`src/rtl/sweep_if.sv`:
```
// Handshake/config/output bundle between a sweep master and the sweep_ctrl engine.
interface sweep_if #(
    parameter int N = 32,
    parameter int W = 16
);
    logic         start;
    logic         abort;
    logic [N-1:0] cfg_base;
    logic [N-1:0] cfg_step;
    logic [W-1:0] cfg_count;
    logic [W-1:0] cfg_dwell;
    logic         cfg_mode;
    logic [N-1:0] duty_in;
    logic [N-1:0] ctrl;
    logic [N-1:0] duty;
    logic         gate;
    logic         busy;
    logic         done;
    logic [W-1:0] step_idx;

    modport master (
        output start, abort, cfg_base, cfg_step, cfg_count, cfg_dwell, cfg_mode, duty_in,
        input  ctrl, duty, gate, busy, done, step_idx
    );

    modport slave (
        input  start, abort, cfg_base, cfg_step, cfg_count, cfg_dwell, cfg_mode, duty_in,
        output ctrl, duty, gate, busy, done, step_idx
    );
endinterface

```
`src/rtl/sweep_ctrl.sv`:
```
// Frequency sweep sequencer: steps an oscillator control word from a base value,
// holding each step for a dwell period, one-shot or ping-pong.
module sweep_ctrl #(
    parameter int N = 32,
    parameter int W = 16
) (
    input logic    clk,
    input logic    rst,
    sweep_if.slave bus
);

    typedef enum logic [1:0] {
        IDLE = 2'd0,
        RUN  = 2'd1,
        DONE = 2'd2
    } state_t;

    state_t              state_q, state_d;
    logic        [N-1:0] ctrl_q, ctrl_d;
    logic        [N-1:0] duty_q, duty_d;
    logic                gate_q, gate_d;
    logic                busy_q, busy_d;
    logic                done_q, done_d;
    logic        [W-1:0] step_idx_q, step_idx_d;
    logic                dir_q, dir_d;          // 0 = up, 1 = down
    logic        [W-1:0] dwell_cnt_q, dwell_cnt_d;
    logic signed [N-1:0] step_q, step_d;
    logic        [W-1:0] count_q, count_d;
    logic        [W-1:0] dwell_q, dwell_d;      // already clamped to >= 1
    logic                mode_q, mode_d;

    // A zero dwell would stall the sweep forever, so it is treated as one clock.
    function automatic logic [W-1:0] clamp_dwell(input logic [W-1:0] d);
        return (d == '0) ? W'(1) : d;
    endfunction

    // Modulo-2^N step in either direction; wraparound is intentional.
    function automatic logic [N-1:0] step_ctrl(input logic [N-1:0] c,
                                               input logic signed [N-1:0] s,
                                               input logic down);
        return down ? (c - N'(s)) : (c + N'(s));
    endfunction

    always_comb begin
        state_d     = state_q;
        ctrl_d      = ctrl_q;
        duty_d      = duty_q;
        gate_d      = gate_q;
        busy_d      = busy_q;
        done_d      = 1'b0;
        step_idx_d  = step_idx_q;
        dir_d       = dir_q;
        dwell_cnt_d = dwell_cnt_q;
        step_d      = step_q;
        count_d     = count_q;
        dwell_d     = dwell_q;
        mode_d      = mode_q;

        case (state_q)
            IDLE: begin
                ctrl_d     = '0;
                duty_d     = '0;
                gate_d     = 1'b0;
                busy_d     = 1'b0;
                step_idx_d = '0;
                if (bus.start && !bus.abort) begin
                    state_d     = RUN;
                    ctrl_d      = bus.cfg_base;
                    duty_d      = bus.duty_in;
                    gate_d      = 1'b1;
                    busy_d      = 1'b1;
                    dir_d       = 1'b0;
                    step_d      = signed'(bus.cfg_step);
                    count_d     = bus.cfg_count;
                    dwell_d     = clamp_dwell(bus.cfg_dwell);
                    mode_d      = bus.cfg_mode;
                    dwell_cnt_d = clamp_dwell(bus.cfg_dwell);
                end
            end

            RUN: begin
                if (bus.abort) begin
                    state_d    = IDLE;
                    ctrl_d     = '0;
                    duty_d     = '0;
                    gate_d     = 1'b0;
                    busy_d     = 1'b0;
                    step_idx_d = '0;
                end else if (dwell_cnt_q > W'(1)) begin
                    dwell_cnt_d = dwell_cnt_q - W'(1);
                end else if (step_idx_q != count_q) begin
                    ctrl_d      = step_ctrl(ctrl_q, step_q, dir_q);
                    duty_d      = bus.duty_in;
                    step_idx_d  = step_idx_q + W'(1);
                    dwell_cnt_d = dwell_q;
                end else if (mode_q) begin
                    // Ping-pong turnaround: the end value is held for one more dwell.
                    dir_d       = ~dir_q;
                    step_idx_d  = '0;
                    dwell_cnt_d = dwell_q;
                end else begin
                    state_d = DONE;
                    gate_d  = 1'b0;
                    busy_d  = 1'b0;
                    done_d  = 1'b1;
                end
            end

            DONE: begin
                state_d    = IDLE;
                ctrl_d     = '0;
                duty_d     = '0;
                gate_d     = 1'b0;
                busy_d     = 1'b0;
                step_idx_d = '0;
            end

            default: begin
                state_d    = IDLE;
                ctrl_d     = '0;
                duty_d     = '0;
                gate_d     = 1'b0;
                busy_d     = 1'b0;
                step_idx_d = '0;
            end
        endcase
    end

    always_ff @(posedge clk) begin
        if (rst) begin
            state_q     <= IDLE;
            ctrl_q      <= '0;
            duty_q      <= '0;
            gate_q      <= 1'b0;
            busy_q      <= 1'b0;
            done_q      <= 1'b0;
            step_idx_q  <= '0;
            dir_q       <= 1'b0;
            dwell_cnt_q <= '0;
            step_q      <= '0;
            count_q     <= '0;
            dwell_q     <= '0;
            mode_q      <= 1'b0;
        end else begin
            state_q     <= state_d;
            ctrl_q      <= ctrl_d;
            duty_q      <= duty_d;
            gate_q      <= gate_d;
            busy_q      <= busy_d;
            done_q      <= done_d;
            step_idx_q  <= step_idx_d;
            dir_q       <= dir_d;
            dwell_cnt_q <= dwell_cnt_d;
            step_q      <= step_d;
            count_q     <= count_d;
            dwell_q     <= dwell_d;
            mode_q      <= mode_d;
        end
    end

    assign bus.ctrl     = ctrl_q;
    assign bus.duty     = duty_q;
    assign bus.gate     = gate_q;
    assign bus.busy     = busy_q;
    assign bus.done     = done_q;
    assign bus.step_idx = step_idx_q;

endmodule
```
`src/flat_wrapper.sv`:
```
// flat-port wrapper written by rule: the top's interface ports become plain ports
module sweep_ctrl_flat 
#(
    parameter int N = 32,
    parameter int W = 16
)
  (clk, rst, bus_start, bus_abort, bus_cfg_base, bus_cfg_step, bus_cfg_count, bus_cfg_dwell, bus_cfg_mode, bus_duty_in, bus_ctrl, bus_duty, bus_gate, bus_busy, bus_done, bus_step_idx);
  sweep_if #(.N(N), .W(W)) bus_i ();
  input logic clk;
  input logic rst;
  input wire logic [$bits(bus_i.start)-1:0] bus_start;
  input wire logic [$bits(bus_i.abort)-1:0] bus_abort;
  input wire logic [$bits(bus_i.cfg_base)-1:0] bus_cfg_base;
  input wire logic [$bits(bus_i.cfg_step)-1:0] bus_cfg_step;
  input wire logic [$bits(bus_i.cfg_count)-1:0] bus_cfg_count;
  input wire logic [$bits(bus_i.cfg_dwell)-1:0] bus_cfg_dwell;
  input wire logic [$bits(bus_i.cfg_mode)-1:0] bus_cfg_mode;
  input wire logic [$bits(bus_i.duty_in)-1:0] bus_duty_in;
  output wire logic [$bits(bus_i.ctrl)-1:0] bus_ctrl;
  output wire logic [$bits(bus_i.duty)-1:0] bus_duty;
  output wire logic [$bits(bus_i.gate)-1:0] bus_gate;
  output wire logic [$bits(bus_i.busy)-1:0] bus_busy;
  output wire logic [$bits(bus_i.done)-1:0] bus_done;
  output wire logic [$bits(bus_i.step_idx)-1:0] bus_step_idx;
  assign bus_i.start = bus_start;
  assign bus_i.abort = bus_abort;
  assign bus_i.cfg_base = bus_cfg_base;
  assign bus_i.cfg_step = bus_cfg_step;
  assign bus_i.cfg_count = bus_cfg_count;
  assign bus_i.cfg_dwell = bus_cfg_dwell;
  assign bus_i.cfg_mode = bus_cfg_mode;
  assign bus_i.duty_in = bus_duty_in;
  assign bus_ctrl = bus_i.ctrl;
  assign bus_duty = bus_i.duty;
  assign bus_gate = bus_i.gate;
  assign bus_busy = bus_i.busy;
  assign bus_done = bus_i.done;
  assign bus_step_idx = bus_i.step_idx;
  sweep_ctrl #(.N(N), .W(W)) u_core (.clk(clk), .rst(rst), .bus(bus_i));
endmodule
```
`config.mk`:
```
export PLATFORM = sky130hd
export DESIGN_NAME = sweep_ctrl_flat
export DESIGN_NICKNAME = d
export VERILOG_FILES = /design/src/rtl/sweep_if.sv /design/src/rtl/sweep_ctrl.sv /design/src/flat_wrapper.sv
export SDC_FILE = /design/constraint.sdc
export NUM_CORES = 1
export LEC_CHECK = 0
export ABC_AREA = 0
export CAP_MARGIN = 30
export CORE_UTILIZATION = 35
export DETAILED_ROUTE_END_ITERATION = 8
export DONT_BUFFER_PORTS = 1
export PLACE_DENSITY = 0.45
export SYNTH_ARGS = -nofsm -noshare
export SYNTH_HDL_FRONTEND = slang
export SYNTH_SLANG_ARGS = --single-unit
```
`constraint.sdc`:
```
create_clock -name clk -period 7.1 [get_ports clk]
set_input_delay 1.065 -clock clk [delete_from_list [all_inputs] [get_ports clk]]
set_output_delay 1.065 -clock clk [all_outputs]
set_load 0.1 [all_outputs]
```
; Word-level counts from Yosys, hierarchy flattened
; Index checks and enable logic that the tools add are counted.
; W data, S select, Z words.
[op_classes]
n_addsub = 4
n_lt_le_gt_ge = 1
eq_ne = 12
mux = 39
bitwise_logic = 3
n_reduce_logical = 15
[ops]
columns = op, count
row1 = $mux W32, 9
row2 = $mux W16, 8
row3 = $pmux W32 S2, 2
row4 = $add A32 B32 Y32, 1
row5 = $pmux W16 S2, 1
row6 = $sub A32 B32 Y32, 1
row7 = $add A16 B1 Y16 const B, 1
row8 = $gt A16 B1 Y1 const B, 1
row9 = $logic_not A16 Y1, 1
row10 = $ne A16 B16 Y1, 1
row11 = $sub A16 B1 Y16 const B, 1
row12 = $mux W1, 11
row13 = $mux W2, 5
row14 = $ne A3 B3 Y1 const B, 3
row15 = $reduce_and A4 Y1, 2
row16 = $ne A2 B2 Y1 const B, 3
row17 = $reduce_and A2 Y1, 3
row18 = $reduce_and A6 Y1, 1
row19 = $reduce_or A5 Y1, 1
row20 = $ne A2 B1 Y1 const B, 2
row21 = $ne A4 B1 Y1 const B, 1
row22 = $pmux W1 S2, 2
row23 = $pmux W2 S2, 1
row24 = $reduce_bool A2 Y1, 2
row25 = 8 further kinds, 10
[word_totals]
register_bits = 166
inputBits = 133
out_inout_bits = 83
word_cells = 86

; Logic depth before layout (Yosys ltp)
; Gate-level depths: netlist of the first run.
[depth]
word_depth = 6
ltp_mapped = 18
depth_no_buf = 17

; Least setup slack after synthesis of the first run
; No wires, ideal clock.
[synth_timing]
path_kind = reg2reg
startpoint = reg u_core.step_q[2]
endpoint = reg u_core.ctrl_q[30] (netlist: u_core.bus.ctrl[30])
setup_ps = 130
arrival_time_ps = 3393
required_ps = 6970
slack_ps = 3576
stages_incl_launch_ff = 17
path_buffers = 1
synth_period_minus_slack_ps = 3524
path_cell_list = dfxtp_1 -> or3_1 -> nor4_2 -> nand2_1 -> nor2_1 -> a21oi_1 -> xnor2_1 -> ha_1 -> clkbuf_1 -> nand4_1 -> nor2_1 -> nand2_1 -> nor4b_1 -> a211oi_1 -> a221oi_1 -> xnor2_1 -> o22ai_1
[synth_between]
elab_chain_cells = 6
word_cells_on_any_way = 7
cone_classes = add/sub (2) / mux (5)
[synth_rtl]
columns = item, line_no
row1 = "start, declared", sweep_ctrl.sv:27  ; logic signed [N-1:0] step_q, step_d;
row2 = "start signal, assigned", sweep_ctrl.sv:154  ; step_q <= step_d;
row3 = $add A32 B32 Y32 / $sub A32 B32 Y32 (equally long branches), sweep_ctrl.sv:41  ; return down ? (c - N'(s)) : (c + N'(s));
row4 = $mux W32 *, sweep_ctrl.sv:41
row5 = $mux W32 *, sweep_ctrl.sv:91  ; end else if (step_idx_q != count_q) begin
row6 = $mux W32 *, sweep_ctrl.sv:89  ; end else if (dwell_cnt_q > W'(1)) begin
row7 = $mux W32 *, sweep_ctrl.sv:82  ; if (bus.abort) begin
row8 = $pmux W32 S2 *, sweep_ctrl.sv:59  ; case (state_q)
row9 = "end signal, assigned", sweep_ctrl.sv:146  ; ctrl_q <= ctrl_d;
row10 = "end, declared", sweep_ctrl.sv:19  ; logic [N-1:0] ctrl_q, ctrl_d;
; Mark *: on every way between the ends. The rest lies on a longest branch, timed or not. The select of a mux whose other input is x is not followed.
; A chain may end at the register's enable or synchronous reset.

; Final worst setup path of the first run
[layout_timing]
startpoint = reg u_core.step_q[2]
endpoint = reg u_core.ctrl_q[25] (netlist: u_core.bus.ctrl[25])
; The elaborated chain is that of the path after synthesis.

==> results of run 1 <==
==> power breakdown <==
part	switching, W	internal, W
clock network	0.000463	0.000483
registers	0.000113	0.000971
logic	0.000389	0.000249
==> flip-flops by register name (all words and copies together) (netlist names) <==
register             count
u_core.bus.gate          1
u_core.state_q           2
u_core.bus.done          1
u_core.bus.duty         32
u_core.dwell_q          16
u_core.bus.step_idx     16
u_core.count_q          16
u_core.bus.ctrl         32
u_core.step_q           32
u_core.dwell_cnt_q      16
u_core.mode_q            1
u_core.dir_q             1
==> worst paths after layout <==
check | startpoint | slack, ns | end
setup / recovery | u_core.step_q[2]$_SDFFE_PP0P_ | 2.89 | u_core.bus.ctrl[25]$_SDFFE_PP0P_
hold / removal | u_core.dwell_q[15]$_SDFFE_PP0P_ | 0.46 | u_core.dwell_q[15]$_SDFFE_PP0P_
setup reg to reg | u_core.step_q[2]$_SDFFE_PP0P_ | 2.89 | u_core.bus.ctrl[25]$_SDFFE_PP0P_
hold reg to reg | u_core.dwell_q[15]$_SDFFE_PP0P_ | 0.46 | u_core.dwell_q[15]$_SDFFE_PP0P_
==> per-layer routing <==
| layer | up-vias | routed length (um) | global-route usage [%] |
|---|---|---|---|
| met4 | 0 | 500 | 6.145 |
| met5 | - | 0 | 0 |
| li1 | 4236 | - | - |
| met3 | 27 | 1193 | 4.040 |
| met2 | 166 | 13480 | 35.44 |
| met1 | 3981 | 13160 | 27.26 |
==> cells in the final DEF (no fill, tap or decap), types with 10 or more instances in the layout <==
cell,n
nand2_1,172
dfxtp_1,165
nor2_1,144
a21oi_1,130
xnor2_1,73
a22oi_1,57
ha_1,35
o21ai_0,34
nor3_1,33
a211oi_1,28
inv_1,27
buf_16,27
buf_4,19
nand3_1,17
clkbuf_16,17
o22ai_1,14
nor4_1,13
xor2_1,12
buf_1,12
a31oi_1,11
nand2b_1,10
==> through the flow <==
step                      total power, W  instance area, um2
after floorplan                 0.001582                9215
after global placement          0.001709                9503
after detailed placement        0.001732               10120
after CTS                       0.002689               10720
after global routing            0.002811               10960
final                           0.002667               10960
==> kinds of logic (layout without fill, tap and decap cells) <==
logic type / count (synthesis) / after routing
adder cells (fa/ha/maj): 36 / 36
multiplexers: 2 / 2
XOR/XNOR: 86 / 86
AO/OA/AOI/OAI: 342 / 342
AND/OR/NAND/NOR: 450 / 450
flip-flops: 166 / 166
buffers and inverters: 99 / 126
==> worst max-delay path: cells and delay by family (launching register included) <==
family                     cells  cell delay (ns)
and+or+nand+nor                9             2.09
adders and majority gates      1             0.43
DFF                            1             0.36
AOI/OAI and AO/OA              4             0.90
xor gates and xnor gates       2             0.32
==> area by class of cell <==
type / count / area [um2]
clock buffer: 18 / 439.2
tap: 335 / 419.2
inverter: 27 / 101.3
clock inverter: 14 / 152.6
multi-input combinational: 916 / 5515
sequential: 166 / 3324
fill: 2665 / 14950
timing repair buffer: 67 / 1005
==> flow_metrics.py, run 1 <==
metrics = {
    "run_status": {
        "status": "completed",
    },
    "logic_synthesis": {
        "synth.cell_area_mm2": 0.009215,
        "synth_commonest_cells": "nand2_1, dfxtp_1, nor2_1",
        "yosys-top-cells-area": "dfxtp_1, a21oi_1, nand2_1",
        "ys_async_sr_fraction_pct": 0,
        "yosys.area_share.adder_pct": 4.969,
        "synth_cells": 1181,
        "seq_area_frac_synth_pct": 36.06,
        "ys_types": 70,
        "synthSimpleGateAreaFrac_pct": 22.29,
        "yosys_warnings": 0,
        "synth_xor_area_share_pct": 8.255,
        "synth_top_family_by_area": "compound AO/OA/AOI/OAI gates",
        "synthMuxAreaShare_pct": 0.2308,
        "yosysTopAreaCellShare_pct": 36.06,
        "synth.ff_latch_count": 166,
        "synth_edf_count": 0,
        "syn-num-nets": 1350,
        "synth_compound_area_share_pct": 23.84,
        "synth.most_common_cell": "nand2_1",
        "yosys_most_used_dff": "dfxtp_1",
        "synth_area_leader_cell": "dfxtp_1",
        "postSynthAreaPerCell_um2": 7.803,
    },
    "power": {
        "power_density_mw_per_mm2": 243.4,
        "leakage_nw": 3.923,
        "max-vdd-ir-drop_mv": 0.1234,
    },
    "cts": {
        "cts_sinks": 166,
        "postCtsResizedCells": 0,
        "clkTransAtPathRegs_ns": 0.08,
        "cts_max_level": 4,
        "clockBufferDepth": 2,
        "clkLatencyLatePin_ns": 0.44,
        "cts_setup_buffers": 0,
        "holdBufCountCts": 0,
        "cts_tree": "done",
        "cts_buffers": 17,
        "clock-root-buffer": "clkbuf_16",
    },
    "die": {
        "core-area_mm2": 0.02591,
        "die_w_um": 164.3,
        "start_util_pct": 35.56,
        "io_pins": 216,
        "die_height_um": 164.3,
        "rows": 59,
        "dieArea_mm2": 0.02698,
    },
    "setup_path": {
        "arrival_ns": 4.52,
        "crit_required_ns": 7.41,
        "end_kind": "register",
        "start_kind": "register",
        "path_cells": "or3_1 > nor3b_1 > and2_1 > nand2_1 > nor2_1 > a21oi_1 > xnor2_1 > ha_1 > nand4_1 > nor2_1 > and3_1 > a41oi_1 > nand2_1 > a311oi_1 > xor2_1 > o22ai_1",
        "crit_type": "register to register",
        "cp_slowest_cell": "ha_1",
        "slowest_delay_ns": 0.43,
        "r2r_cells": 16,
        "worstPathMaxFanout": 11,
    },
    "drt": {
        "vias": 8410,
        "route.detailed.wl_per_inst_um": 18.37,
        "drt_iter0_drc": 549,
        "vias_per_cell": 5.450,
        "first_pass_iters": 5,
        "drc": 0,
        "wirelength_um": 28340,
        "ant_nets": 0,
    },
    "hold_path": {
        "hold_class": "register to register",
        "holdPathStages": 2,
    },
    "timing": {
        "setup-tns-final_ns": 0,
        "fin_ws_ns": 2.886,
        "fin_crit_sh_pct": 59.36,
        "fin_hold_ws_ns": 0.4560,
        "tightest_slew_ns": 1.027,
        "finalCriticalPeriod_ns": 4.214,
        "slew_violations": 0,
        "fin_worst_skew_ns": 0.01392,
        "max_freq_mhz": 237.3,
        "max-slew-margin-rel_pct": 31.44,
        "setup_viol": 0,
        "rsz0062_at_grt": "false",
        "hold_viol_final": 0,
    },
    "placed_design": {
        "dp.cells": 1498,
        "place_ws_ns": 2.898,
        "gp_congestion": 0.8588,
        "port_buffers": 0,
        "hpwl_um": 20100,
    },
    "grt": {
        "grt_pass1_wl_um": 44390,
        "grt_pass1_vias": 8118,
        "antenna_found_initial": 0,
        "gr-total-overflow": 0,
        "grt_usage_pct": 21.11,
        "grt_max_degree": 152,
    },
    "cells_and_area": {
        "insertedDiodeCount": 0,
        "fin_cells": 1543,
        "fin_util_pct": 42.29,
        "drive_above_1_share_pct": 8.940,
        "layout-area-overhead-vs-synth_pct": 18.90,
        "nets": 1364,
    },
    "flow_run": {
        "maxCapViolCount": 0,
    },
}
Power figures use the tool's default switching activity.
==> inputs of run 2 (changes only) <==
==> constraint.sdc (replaced) <==
create_clock -name clk -period 4 [get_ports clk]
set_input_delay 0.6 -clock clk [delete_from_list [all_inputs] [get_ports clk]]
set_output_delay 0.6 -clock clk [all_outputs]
set_load 0.1 [all_outputs]
==> run 2 against run 1 <==
  * Hold slack worse by 0.22 ns
  * Sequential cell count is the same
  * Setup slack got worse by 2.7 ns
  * Clock power increased by 77%
  * Power grew 78%
  * Clock-buffer cell count did not move
  * Via count grew 1.0%
  * Combinational power up 92%
  * Core utilization is 1.1 points lower
  * Global-route usage rose by 0.71 points
==> flow_metrics.py, run 2 (same netlist as run 1, synthesis figures left out) <==
metrics = {
    "run_status": {
        "status": "completed",
    },
    "setup_path": {
        "start_kind": "register",
        "path_buf_inv": 0,
        "end_kind": "register",
        "arrival_ns": 4.11,
        "reg2reg_slack_ns": 0.21,
        "crit_type": "register to register",
        "path_cells": "or3_1 > nor4_4 > nand2_1 > nor2_2 > a21oi_1 > xnor2_1 > ha_1 > a21oi_1 > o21bai_1 > a2111oi_1 > o41ai_1 > a31oi_1 > o21ai_0 > xnor2_1 > o22ai_1",
        "slowest_delay_ns": 0.44,
        "worstPathMaxFanout": 7,
        "crit_required_ns": 4.32,
        "critical-path-top-delay-family": "compound AO/OA/AOI/OAI gates",
        "cp_slowest_cell": "or3_1",
    },
    "cells_and_area": {
        "layout_common_cells": "nand2_1, dfxtp_1, nor2_1",
        "nets": 1380,
        "drive_above_1_share_pct": 12.17,
        "fin_cells": 1561,
        "stdcell_area_mm2": 0.01067,
        "layout-area-overhead-vs-synth_pct": 15.76,
        "layout_commonest_cell": "nand2_1",
    },
    "drt": {
        "wl_met1_um": 13270,
        "drc": 0,
        "ant_nets": 0,
        "vias": 8496,
        "first_pass_iters": 5,
        "route.detailed.wl_per_inst_um": 18.44,
        "drt_iter0_drc": 488,
        "wirelength_um": 28780,
        "wl_met2_um": 13860,
        "route.met3.wl_um": 1318,
        "top_layer": "met4",
        "vias_per_cell": 5.443,
    },
    "flow_run": {
        "maxCapViolCount": 0,
    },
    "cts": {
        "cts_buffers": 17,
        "clock-root-buffer": "clkbuf_16",
        "clkLatencyLatePin_ns": 0.44,
        "clockBufferDepth": 2,
        "cts_sinks": 166,
        "clkTransAtPathRegs_ns": 0.08,
        "cts_max_level": 4,
        "cts_tree": "done",
    },
    "placed_design": {
        "port_buffers": 0,
        "hpwl_um": 20510,
        "placed_cell_area_mm2": 0.01000,
        "gp_congestion": 0.8984,
        "dp.cells": 1526,
    },
    "timing": {
        "finalCriticalPeriod_ns": 3.795,
        "hold_viol_final": 0,
        "max-slew-margin-rel_pct": 31.80,
        "fin_crit_sh_pct": 94.86,
        "tightest_slew_ns": 1.022,
        "fin_hold_ws_ns": 0.2319,
        "setup_viol": 0,
        "fin_worst_skew_ns": 0.01378,
        "slew_violations": 0,
        "max_freq_mhz": 263.5,
        "setup-tns-final_ns": 0,
    },
    "grt": {
        "gr-total-overflow": 0,
        "antenna_found_initial": 1,
        "grt_usage_pct": 21.82,
        "grt_pass1_vias": 8573,
        "grt_pass1_wl_um": 45880,
        "grt_max_degree": 152,
    },
    "die": {
        "die_height_um": 164.3,
        "core-area_mm2": 0.02591,
        "die_w_um": 164.3,
        "dieArea_mm2": 0.02698,
        "io_pins": 216,
        "start_util_pct": 35.56,
        "rows": 59,
    },
    "power": {
        "power_density_mw_per_mm2": 446.3,
        "swShare_pct": 36.54,
        "leakage_nw": 3.915,
        "combPwrFrac_pct": 25.7,
        "clockPowerShare_pct": 35.1,
        "max-vdd-ir-drop_mv": 0.2145,
        "p_sw_w": 0.001739,
        "internal_power_w": 0.003021,
        "seq_power_share_pct": 39.2,
    },
    "hold_path": {
        "hold_class": "input pin to register",
    },
}
-- run 2: worst reg2reg max path, cell delays in order, from the launching register on --
cell and delay, ns:
dfxtp_1 0.31, or3_1 0.44, nor4_4 0.25, nand2_1 0.20
nor2_2 0.27, a21oi_1 0.12, xnor2_1 0.14, ha_1 0.40
a21oi_1 0.27, o21bai_1 0.12, a2111oi_1 0.44, o41ai_1 0.17
a31oi_1 0.15, o21ai_0 0.12, xnor2_1 0.16, o22ai_1 0.10
-- run 2: cell type report --
type                       instances  area, um2
multi-input combinational        916       5569
fill                            2721      15240
timing repair buffer              83      668.1
sequential                       166       3324
tap                              335      419.2
antenna                            2      5.005
inverter                          27      101.3
clock buffer                      18      429.2
clock inverter                    14      151.4
-- run 2: metrics by stage --
stage	utilization [%]	power, W	setup slack, ns
after floorplan	-	0.002808	0.4762
after global placement	38.52	0.003111	-0.02468
after detailed placement	38.60	0.003112	0.05182
after CTS	40.84	0.004799	0.02252
after global routing	41.17	0.005019	-0.04576
final	41.17	0.004761	0.2054
-- run 2: worst paths after layout --
check | from | endpoint | cells past startpoint
max | u_core.step_q[2]$_SDFFE_PP0P_ | u_core.bus.ctrl[28]$_SDFFE_PP0P_ | 15
min | rst | u_core.bus.duty[0]$_SDFFE_PP0P_ | 1
max reg2reg | u_core.step_q[2]$_SDFFE_PP0P_ | u_core.bus.ctrl[28]$_SDFFE_PP0P_ | 15
min reg2reg | u_core.dwell_q[3]$_SDFFE_PP0P_ | u_core.dwell_q[3]$_SDFFE_PP0P_ | 2
-- run 2: repair_timing --
item | in CTS | in global routing
hold buffers | 0 | 0
buffers inserted | 0 | 0
gates resized for setup | 0 | 12
endpoints found under the setup margin | 0 | 10
-- run 2: power by group through the flow --
| stage | sequential, W | combinational, W | clock [W] |
|---|---|---|---|
| 2_1_floorplan | 0.00201 | 0.000799 | 0 |
| 3_5_place_dp | 0.00190 | 0.00121 | 0 |
| 3_3_place_gp | 0.00191 | 0.00120 | 0 |
| 4_1_cts | 0.00187 | 0.00122 | 0.00172 |
| 6_report | 0.00186 | 0.00122 | 0.00167 |
| 5_1_grt | 0.00188 | 0.00136 | 0.00179 |
-- run 2: layer usage --
metal / vias to the layer above / track usage [%]
met5: - / 0
met2: 157 / 37.38
met3: 21 / 4.495
met1: 4041 / 27.49
li1: 4277 / -
met4: 0 / 6.061
